## config.mk

```make
export PLATFORM = sky130hd
export DESIGN_NAME = idma_axi_read_responder
export DESIGN_NICKNAME = d
export VERILOG_FILES = /design/src/rtl/idma_axi_resp_pkg.sv /design/src/rtl/fifo_v3.sv /design/src/rtl/idma_axi_read_responder.sv
export SDC_FILE = /design/constraint.sdc
export NUM_CORES = 1
export LEC_CHECK = 0
export ABC_AREA = 1
export BUFFER_PORTS_ARGS = -buffer_cell sky130_fd_sc_hd__buf_4
export CORE_MARGIN = 2
export CORE_UTILIZATION = 25
export CTS_CLUSTER_SIZE = 10
export DETAILED_ROUTE_END_ITERATION = 7
export PLACE_DENSITY_LB_ADDON = 0.2
export SKIP_CTS_REPAIR_TIMING = 1
export SLEW_MARGIN = 40
export SYNTH_ARGS = -nofsm -noshare
export SYNTH_HDL_FRONTEND = slang
export SYNTH_SLANG_ARGS = --single-unit
```

## constraint.sdc

```tcl
create_clock -name clk_i -period 2.9 [get_ports clk_i]
set_input_delay 0.725 -clock clk_i [delete_from_list [all_inputs] [get_ports clk_i]]
set_output_delay 0.725 -clock clk_i [all_outputs]
set_load 0.05 [all_outputs]
```

## src/rtl/idma_axi_resp_pkg.sv

```systemverilog
// Shared types and constants for the iDMA AXI read responder.
// Beat fields are sized by the package widths; the top casts its ports onto them.
package idma_axi_resp_pkg;

   localparam int unsigned RspIdWidth   = 4;
   localparam int unsigned RspDataWidth = 32;

   localparam logic [1:0] RESP_OKAY   = 2'b00;
   localparam logic [1:0] RESP_SLVERR = 2'b10;
   localparam logic [1:0] BurstIncr   = 2'b01;

   typedef enum logic {
      IDLE,
      BURST
   } state_e;

   typedef struct packed {
      logic [RspIdWidth-1:0]   id;
      logic [RspDataWidth-1:0] data;
      logic [1:0]              resp;
      logic                    last;
   } rsp_beat_t;

endpackage

```

## src/rtl/fifo_v3.sv

```systemverilog
// Generic FIFO compatible with the common_cells fifo_v3 interface.
// With FALL_THROUGH set, a push into an empty FIFO is visible on data_o in the same cycle.
module fifo_v3 #(
   parameter bit           FALL_THROUGH = 1'b0,
   parameter int unsigned  DEPTH        = 8,
   parameter type          dtype        = logic [31:0],
   localparam int unsigned AddrDepth    = (DEPTH > 1) ? $clog2(DEPTH) : 1
) (
   input  logic                 clk_i,
   input  logic                 rst_ni,
   input  logic                 flush_i,
   output logic                 full_o,
   output logic                 empty_o,
   output logic [AddrDepth-1:0] usage_o,
   input  dtype                 data_i,
   input  logic                 push_i,
   output dtype                 data_o,
   input  logic                 pop_i
);

   localparam logic [AddrDepth:0]   FullCnt = (AddrDepth + 1)'(DEPTH);
   localparam logic [AddrDepth-1:0] LastPtr = AddrDepth'(DEPTH - 1);

   logic [AddrDepth-1:0] rd_ptr_q, rd_ptr_d;
   logic [AddrDepth-1:0] wr_ptr_q, wr_ptr_d;
   logic [AddrDepth:0]   cnt_q, cnt_d;
   logic                 do_push, do_pop, bypass, write_en;
   dtype                 mem_q [DEPTH];

   assign full_o   = (cnt_q == FullCnt);
   assign empty_o  = (cnt_q == '0) && !(FALL_THROUGH && push_i);
   assign usage_o  = cnt_q[AddrDepth-1:0];
   assign do_push  = push_i && !full_o;
   assign do_pop   = pop_i && !empty_o;
   // A push popped in the same cycle from an empty FIFO never touches storage.
   assign bypass   = FALL_THROUGH && (cnt_q == '0) && push_i && pop_i;
   assign write_en = do_push && !bypass && !flush_i;

   always_comb begin
      rd_ptr_d = rd_ptr_q;
      wr_ptr_d = wr_ptr_q;
      cnt_d    = cnt_q;
      data_o   = mem_q[rd_ptr_q];
      if (FALL_THROUGH && (cnt_q == '0) && push_i) begin
         data_o = data_i;
      end
      if (flush_i) begin
         rd_ptr_d = '0;
         wr_ptr_d = '0;
         cnt_d    = '0;
      end else if (!bypass) begin
         if (do_push) begin
            wr_ptr_d = (wr_ptr_q == LastPtr) ? '0 : wr_ptr_q + 1'b1;
         end
         if (do_pop) begin
            rd_ptr_d = (rd_ptr_q == LastPtr) ? '0 : rd_ptr_q + 1'b1;
         end
         case ({do_push, do_pop})
            2'b10:   cnt_d = cnt_q + 1'b1;
            2'b01:   cnt_d = cnt_q - 1'b1;
            default: cnt_d = cnt_q;
         endcase
      end
   end

   always_ff @(posedge clk_i or negedge rst_ni) begin
      if (!rst_ni) begin
         rd_ptr_q <= '0;
         wr_ptr_q <= '0;
         cnt_q    <= '0;
      end else begin
         rd_ptr_q <= rd_ptr_d;
         wr_ptr_q <= wr_ptr_d;
         cnt_q    <= cnt_d;
      end
   end

   always_ff @(posedge clk_i) begin
      if (write_en) begin
         mem_q[wr_ptr_q] <= data_i;
      end
   end

endmodule

```

## src/rtl/idma_axi_read_responder.sv

```systemverilog
// AXI4 read subordinate turning INCR AR bursts into single-word SRAM reads.
// Unsupported bursts are answered with SLVERR beats without touching the SRAM.
module idma_axi_read_responder import idma_axi_resp_pkg::*; #(
   parameter int unsigned DataWidth    = 32,
   parameter int unsigned AddrWidth    = 32,
   parameter int unsigned IdWidth      = 4,
   parameter int unsigned MemAddrWidth = 16,
   parameter int unsigned RspDepth     = 2
) (
   input  logic                    clk_i,
   input  logic                    rst_i,
   input  logic [IdWidth-1:0]      ar_id_i,
   input  logic [AddrWidth-1:0]    ar_addr_i,
   input  logic [7:0]              ar_len_i,
   input  logic [2:0]              ar_size_i,
   input  logic [1:0]              ar_burst_i,
   input  logic                    ar_valid_i,
   output logic                    ar_ready_o,
   output logic [IdWidth-1:0]      r_id_o,
   output logic [DataWidth-1:0]    r_data_o,
   output logic [1:0]              r_resp_o,
   output logic                    r_last_o,
   output logic                    r_valid_o,
   input  logic                    r_ready_i,
   output logic                    mem_req_o,
   output logic [MemAddrWidth-1:0] mem_addr_o,
   input  logic [DataWidth-1:0]    mem_rdata_i
);

   localparam int unsigned OffsetBits = $clog2(DataWidth / 8);
   localparam logic [2:0]  BeatSize   = 3'(OffsetBits);
   localparam int unsigned UsageWidth = (RspDepth > 1) ? $clog2(RspDepth) : 1;
   localparam int unsigned CntWidth   = $clog2(RspDepth + 2);

   state_e                  state_q, state_d;
   logic [IdWidth-1:0]      id_q, pend_id_q;
   logic [7:0]              len_q, cnt_q;
   logic [MemAddrWidth-1:0] addr_q;
   logic                    err_q, in_flight_q, pend_last_q;
   logic                    issue, last_beat, credit_ok;
   logic                    fifo_full, fifo_empty, fifo_push, fifo_pop, rst_n;
   logic [UsageWidth-1:0]   fifo_usage;
   logic [CntWidth-1:0]     fifo_cnt;
   rsp_beat_t               push_beat, pop_beat;
   logic                    unused_addr;

   assign unused_addr = ^ar_addr_i;
   assign rst_n       = ~rst_i;
   assign last_beat   = (cnt_q == len_q);
   assign mem_addr_o  = addr_q;

   // The outstanding SRAM read reserves a FIFO slot so its data always has room.
   assign fifo_cnt  = fifo_full ? CntWidth'(RspDepth) : CntWidth'(fifo_usage);
   assign credit_ok = (fifo_cnt + CntWidth'(in_flight_q)) < CntWidth'(RspDepth);

   always_ff @(posedge clk_i or posedge rst_i) begin
      if (rst_i) begin
         state_q <= IDLE;
      end else begin
         state_q <= state_d;
      end
   end

   always_comb begin
      state_d = state_q;
      unique case (state_q)
         IDLE:    if (ar_valid_i) state_d = BURST;
         BURST:   if (issue && last_beat) state_d = IDLE;
         default: state_d = IDLE;
      endcase
   end

   always_comb begin
      ar_ready_o = 1'b0;
      issue      = 1'b0;
      unique case (state_q)
         IDLE:    ar_ready_o = 1'b1;
         BURST:   issue      = credit_ok;
         default: ar_ready_o = 1'b0;
      endcase
      mem_req_o = issue && !err_q;
   end

   // Returning data carries the id/last captured at issue, since a new AR may already be latched.
   always_ff @(posedge clk_i or posedge rst_i) begin
      if (rst_i) begin
         id_q        <= '0;
         len_q       <= '0;
         cnt_q       <= '0;
         addr_q      <= '0;
         err_q       <= 1'b0;
         in_flight_q <= 1'b0;
         pend_id_q   <= '0;
         pend_last_q <= 1'b0;
      end else begin
         in_flight_q <= mem_req_o;
         if (mem_req_o) begin
            pend_id_q   <= id_q;
            pend_last_q <= last_beat;
         end
         if (ar_ready_o && ar_valid_i) begin
            id_q   <= ar_id_i;
            len_q  <= ar_len_i;
            cnt_q  <= '0;
            addr_q <= MemAddrWidth'(ar_addr_i >> OffsetBits);
            err_q  <= (ar_burst_i != BurstIncr) || (ar_size_i != BeatSize);
         end else if (issue) begin
            cnt_q  <= cnt_q + 8'd1;
            addr_q <= addr_q + 1'b1;
         end
      end
   end

   always_comb begin
      fifo_push = in_flight_q || (issue && err_q);
      if (in_flight_q) begin
         push_beat.id   = RspIdWidth'(pend_id_q);
         push_beat.data = RspDataWidth'(mem_rdata_i);
         push_beat.resp = RESP_OKAY;
         push_beat.last = pend_last_q;
      end else begin
         push_beat.id   = RspIdWidth'(id_q);
         push_beat.data = '0;
         push_beat.resp = RESP_SLVERR;
         push_beat.last = last_beat;
      end
   end

   assign r_valid_o = !fifo_empty;
   assign fifo_pop  = r_valid_o && r_ready_i;
   assign r_id_o    = IdWidth'(pop_beat.id);
   assign r_data_o  = DataWidth'(pop_beat.data);
   assign r_resp_o  = pop_beat.resp;
   assign r_last_o  = pop_beat.last;

   fifo_v3 #(
      .FALL_THROUGH (1'b1),
      .DEPTH        (RspDepth),
      .dtype        (rsp_beat_t)
   ) i_rsp_fifo (
      .clk_i   (clk_i),
      .rst_ni  (rst_n),
      .flush_i (1'b0),
      .full_o  (fifo_full),
      .empty_o (fifo_empty),
      .usage_o (fifo_usage),
      .data_i  (push_beat),
      .push_i  (fifo_push),
      .data_o  (pop_beat),
      .pop_i   (fifo_pop)
   );

endmodule

```

==> results of run 1 <==
==> final cells by class <==
cell class / instances / area (um^2) / area share
well taps: 324 / 405.4 / 0.05011
inverters: 79 / 296.5 / 0.03665
flip-flops and latches: 124 / 3483 / 0.4306
clock inverters: 15 / 196.4 / 0.02428
multi-input cells: 479 / 2175 / 0.2688
repair buffers: 141 / 1109 / 0.1370
clock buffers: 17 / 425.4 / 0.05258
==> sequential cells by signal, summed over array words and instances (netlist names) <==
register,cells
len_q,8
cnt_q,8
mem_addr_o,16
i_rsp_fifo.mem_q,76
pend_id_q,4
in_flight_q,1
i_rsp_fifo.wr_ptr_q,1
i_rsp_fifo.rd_ptr_q,1
i_rsp_fifo.cnt_q,2
id_q,4
err_q,1
pend_last_q,1
state_q,1
==> synth_stat cells (all sizes together) (4+ instances only) <==
cell,n,area share
inv,77,0.047
clkbuf,15,0.0094
mux2i,4,0.0066
nand3,23,0.021
buf,17,0.018
o21ai,67,0.059
edfxtp,76,0.37
or2,5,0.0051
o211ai,4,0.0049
nand4,6,0.0061
nor3,4,0.0033
a21oi,7,0.0057
dfrtp,48,0.20
nand2,289,0.18
a31oi,4,0.0041
xnor2,7,0.010
nor2,40,0.025
==> through the flow <==
step                      hold WS, ns  TNS (ns)
after floorplan                0.4419  -0.05731
after global placement         0.4540         0
after detailed placement       0.4671         0
after CTS                      0.4811         0
after global routing           0.5007         0
final                          0.4724         0
==> worst max-delay path, delay by kind of cell, from the launching register on <==
| family | cells | cell delay (ns) |
|---|---|---|
| AOI/OAI and AO/OA | 1 | 0.17 |
| and+or+nand+nor | 2 | 0.43 |
| DFF | 1 | 0.41 |
| buffers and inverters | 3 | 0.59 |
==> worst max path at each step <==
stage	to	slack, ns	cells after the start
3_5_place_dp	r_resp_o[1]	0.50	8
4_1_cts	r_resp_o[1]	0.06	8
6_report	r_data_o[9]	0.15	6
2_1_floorplan	r_data_o[3]	-0.03	7
5_1_grt	r_data_o[21]	0.01	6
3_3_place_gp	r_data_o[9]	0.49	8
==> kinds of logic after synthesis <==
logic type | after synthesis | share of synthesized area
and+or+nand+nor | 368 | 0.2395
buffers and inverters | 111 | 0.07636
DFF | 124 | 0.5699
xor gates and xnor gates | 9 | 0.01290
muxes | 4 | 0.006551
AOI/OAI and AO/OA | 94 | 0.08803
other | 1 | 0.0006135
adders and majority gates | 3 | 0.006142
==> routing by layer <==
| metal | global-route usage | share of wire |
|---|---|---|
| met4 | 0.02867 | 0.0083 |
| met1 | 0.1644 | 0.49 |
| met2 | 0.1838 | 0.44 |
| met5 | 0 | 0 |
| met3 | 0.04390 | 0.069 |
==> metrics.txt, run 1 <==
num rows=57; clock period minus final worst setup slack=2.748 ns; IO Pins=between 100 and 150; Total Nets Final=between 900 and 1000; Vias/cell=4.170; clock root cell=clkbuf_16; Post-Synthesis Net Count=802; Setup crit end kind=output pin; Worst R2R Start=i_rsp_fifo.cnt_q[0]; 1st-iter DRT viols=198; Unique masters post-synth=40; crit path launch type=register; peak fanout along the critical path=31; RSZ-0062 raised after global routing=false; number of enable flip-flop cells after synthesis=76; Slew @ Worst Pin=0.7377 ns; number of clock buffers inserted by TritonCTS=17; largest net degree at the start of global routing=64; most frequent cells in the layout=nand2_1, buf_4, edfxtp_1, inv_1, dfrtp_1; Slew headroom=0.5044; Port Buf Inserts=125; TritonCTS clock tree=done; final core utilization=0.3346; gpl congestion=roughly 0.76; Worst Path Required=about 2.2 ns; worst hold path depth=2; vias=just under 5000; placed inst area=7423 um^2; full die area=25720 um^2; Max-cap violations=0; Die Ht=approximately 160 um; Hold Startpoint=i_rsp_fifo.wr_ptr_q; # setup viols final=0; core area=24180 um^2; part of the cycle the worst path needs=0.9475; WHS Endpoint=i_rsp_fifo.wr_ptr_q; Skew-Pair Late Insertion Delay=0.41 ns; Peak Freq=363.9 MHz; post-route ant nets=0; # fillers=2514; Total Routing Usage GR=0.1208; post-DP HPWL=10.18 mm; Reg2Reg Setup Slack=about 0.84 ns; r2r worst-path depth=8; initial antenna violation count=0; # clock sinks=124; Max Slew Vio Count=0; starting density of the core=0.2528; Clock Skews=between 0.009 and 0.01 ns; drt wl/cell=13.05 um; Layout Cells excl Fill=about 1200; Area Overhead vs Synth=32.36%; Post-synth ARST share=0.3871; GRT overflow=0; fraction of layout cells with a size suffix above 1=0.2175; fin area=8090 um^2; worst hold-check path type=reg -> reg; placed insts=1145; flops & latches, synth=roughly 120; vias in the first global route=4787; Worst Path Arrival=2.02 ns; worst setup margin=0.1524 ns; average size of a mapped cell=~8.6 um^2; number of remaining DRC errors=0; crit path cell chain=or2_1 -> inv_1 -> nand2_4 -> clkbuf_16 -> o21ai_1 -> buf_4; ys flop type=edfxtp_1; FF-to-FF End=i_rsp_fifo.mem_q[1][24]; DRT Pass-1 Iters=4; Clock Path Buffers=2; slowest CP cell=dfrtp_1; run status=finished clean; drt total wl=15.39 mm; H-tree depth=4; dpl ws=0.5020 ns; Syn Inst Count=714; Post-Syn Area=6112 um^2; Worst Setup Path Type=reg -> out; Crit path largest cell delay=0.41 ns; Yosys Warn Count=0; clk slew on worst S/H paths=0.06 ns; Worst Setup SP=i_rsp_fifo.cnt_q[1]; chip width=160.4 um; most common cell after layout, fill and taps aside=nand2_1; final hold vios=0; first-pass GRT wire length=between 20 and 25 mm; diode count=0; sequential fraction of the synthesis area=0.5699
Power of run 1 is not shown: default switching activity piles up to over one toggle a cycle in this logic, so the estimate is an artifact.
==> run 2, diff against run 1 <==
- CORE_MARGIN: 2 -> 4
==> run 2 against run 1 <==
  * Final area grew 0.19%
  * First-iteration DRC count rose by 11%
  * Sequential share of layout area is 0.064 points lower
  * Register-to-register slack is essentially flat
  * Count of clock-buffer cells in the layout stayed put
  * Largest cell class unchanged
  * Utilization grew 0.66 points
  * Clock skew increased by 0.0063 ns
  * Setup slack better by 0.016 ns
  * Hold slack lost 0.12 ns
  * Global-route usage shrank 0.72 points
  * Wire length rose by 0.10%
==> metrics.txt, run 2 (same netlist as run 1, synthesis figures left out) <==
Slew headroom=0.4887 (was 0.5044); DRT Pass-1 Iters=4 (unchanged); full die area=27010 um^2 (was 25720 um^2); GRT overflow=0 (unchanged); dpl ws=0.2663 ns (was 0.5020 ns); Port Buf Inserts=125 (unchanged); clk slew on worst S/H paths=0.07 ns (was 0.06 ns); Peak Freq=366.1 MHz (was 363.9 MHz); core area=23750 um^2 (was 24180 um^2); Worst Path Required=2.17 ns (about the same); post-route setup TNS=0 ns (unchanged); Area Overhead vs Synth=32.61% (was 32.36%); multi-input logic area=2188 um^2 (was 2175 um^2); Worst Path Arrival=2.01 ns (was 2.02 ns); most frequent cells in the layout=nand2_1, buf_4, edfxtp_1, inv_1, dfrtp_1 (unchanged); Max-cap violations=0 (unchanged); starting density of the core=0.2573 (was 0.2528); worst setup margin=0.1684 ns (was 0.1524 ns); largest net degree at the start of global routing=47 (was 64); Layout Cells excl Fill=1179 (unchanged); most common cell after layout, fill and taps aside=nand2_1 (unchanged); Slew @ Worst Pin=0.7611 ns (was 0.7377 ns); # clock sinks=124 (unchanged); H-tree depth=4 (unchanged); vias in the first global route=4567 (was 4787); post-route ant nets=0 (unchanged); Clock Skews=0.01535 ns (was 0.009016 ns); run status=finished clean (unchanged); register with the most flip-flops=i_rsp_fifo.mem_q (unchanged); 1st-iter DRT viols=220 (was 198); placed insts=1144 (was 1145); # setup viols final=0 (unchanged); Total Nets Final=935 (was 930); max FFs per register=76 (unchanged); clock period minus final worst setup slack=2.732 ns (was 2.748 ns); post-DP HPWL=10.57 mm (was 10.18 mm); number of clock buffers inserted by TritonCTS=17 (unchanged); Setup crit end kind=output pin (unchanged); initial antenna violation count=1 (was 0); Total Routing Usage GR=0.1136 (was 0.1208); num rows=56 (was 57); diode count=0 (unchanged); TritonCTS clock tree=done (unchanged); Storage cell area=3485 um^2 (was 3483 um^2); peak fanout along the critical path=21 (was 31); first-pass GRT wire length=23.97 mm (was 24.48 mm); worst hold-check path type=in -> async (was reg -> reg); clock root cell=clkbuf_16 (unchanged); # fillers=2502 (was 2514); Clock Path Buffers=2 (unchanged); part of the cycle the worst path needs=0.9419 (was 0.9475); chip width=164.4 um (was 160.4 um); final hold vios=0 (unchanged); final core utilization=0.3412 (was 0.3346); drt total wl=15.41 mm (was 15.39 mm); vias=4925 (was 4916); number of remaining DRC errors=0 (unchanged); Skew-Pair Late Insertion Delay=0.42 ns (was 0.41 ns); Max Slew Vio Count=0 (unchanged); crit path launch type=register (unchanged); Die Ht=164.4 um (was 160.4 um); IO Pins=143 (unchanged); Worst Setup Path Type=reg -> out (unchanged); gpl congestion=0.7415 (was 0.7609); drt wl/cell=13.07 um (was 13.05 um); fraction of layout cells with a size suffix above 1=0.2279 (was 0.2175); Vias/cell=4.177 (was 4.170)
## run 2: per-stage QoR
step | hold WS [ns] | cell area [um^2]
after floorplan | 0.4419 | 6115
after CTS | 0.3577 | 8028
after detailed placement | 0.4678 | 7435
after global routing | 0.3822 | 8105
final | 0.3517 | 8105
after global placement | 0.4619 | 7435
## run 2: cell type report
class | count | area share
Clock buffer | 17 | 0.05249
Clock inverter | 15 | 0.02069
Inverter | 79 | 0.03720
Multi-Input combinational cell | 479 | 0.2700
Sequential cell | 124 | 0.4299
Tap cell | 319 | 0.04924
Timing Repair Buffer | 146 | 0.1405
## run 2: worst paths after layout
| check | start | end | slack (ns) | cells after the start |
|---|---|---|---|---|
| setup / recovery | i_rsp_fifo.cnt_q[0] | r_data_o[30] | 0.17 | 8 |
| hold / removal | rst_i | len_q[6] | 0.35 | 2 |
| setup reg to reg | in_flight_q | i_rsp_fifo.cnt_q[1] | 0.85 | 11 |
| hold reg to reg | pend_id_q[1] | pend_id_q[1] | 0.49 | 2 |
| max in group asynchronous | rst_i | cnt_q[0] | 2.00 | 3 |
| min in group clk_i | pend_id_q[1] | pend_id_q[1] | 0.49 | 2 |
## run 2: layer usage
metal | GRT usage | routed length (um) | part of all wire
met5 | 0 | 20 | 0.0013
met2 | 0.1675 | 6659 | 0.43
met4 | 0.03622 | 171 | 0.011
met3 | 0.03664 | 1053 | 0.068
met1 | 0.1582 | 7501 | 0.49
## run 2: worst max-delay path, stage by stage (launching register included)
cell     delay, ns
dfrtp_1       0.39
inv_2         0.08
nand2_4       0.09
nand3_4       0.08
o21ai_4       0.21
nand2_4       0.11
buf_4         0.22
o21ai_1       0.18
buf_4         0.23
Power of run 2 is left out for the same reason.
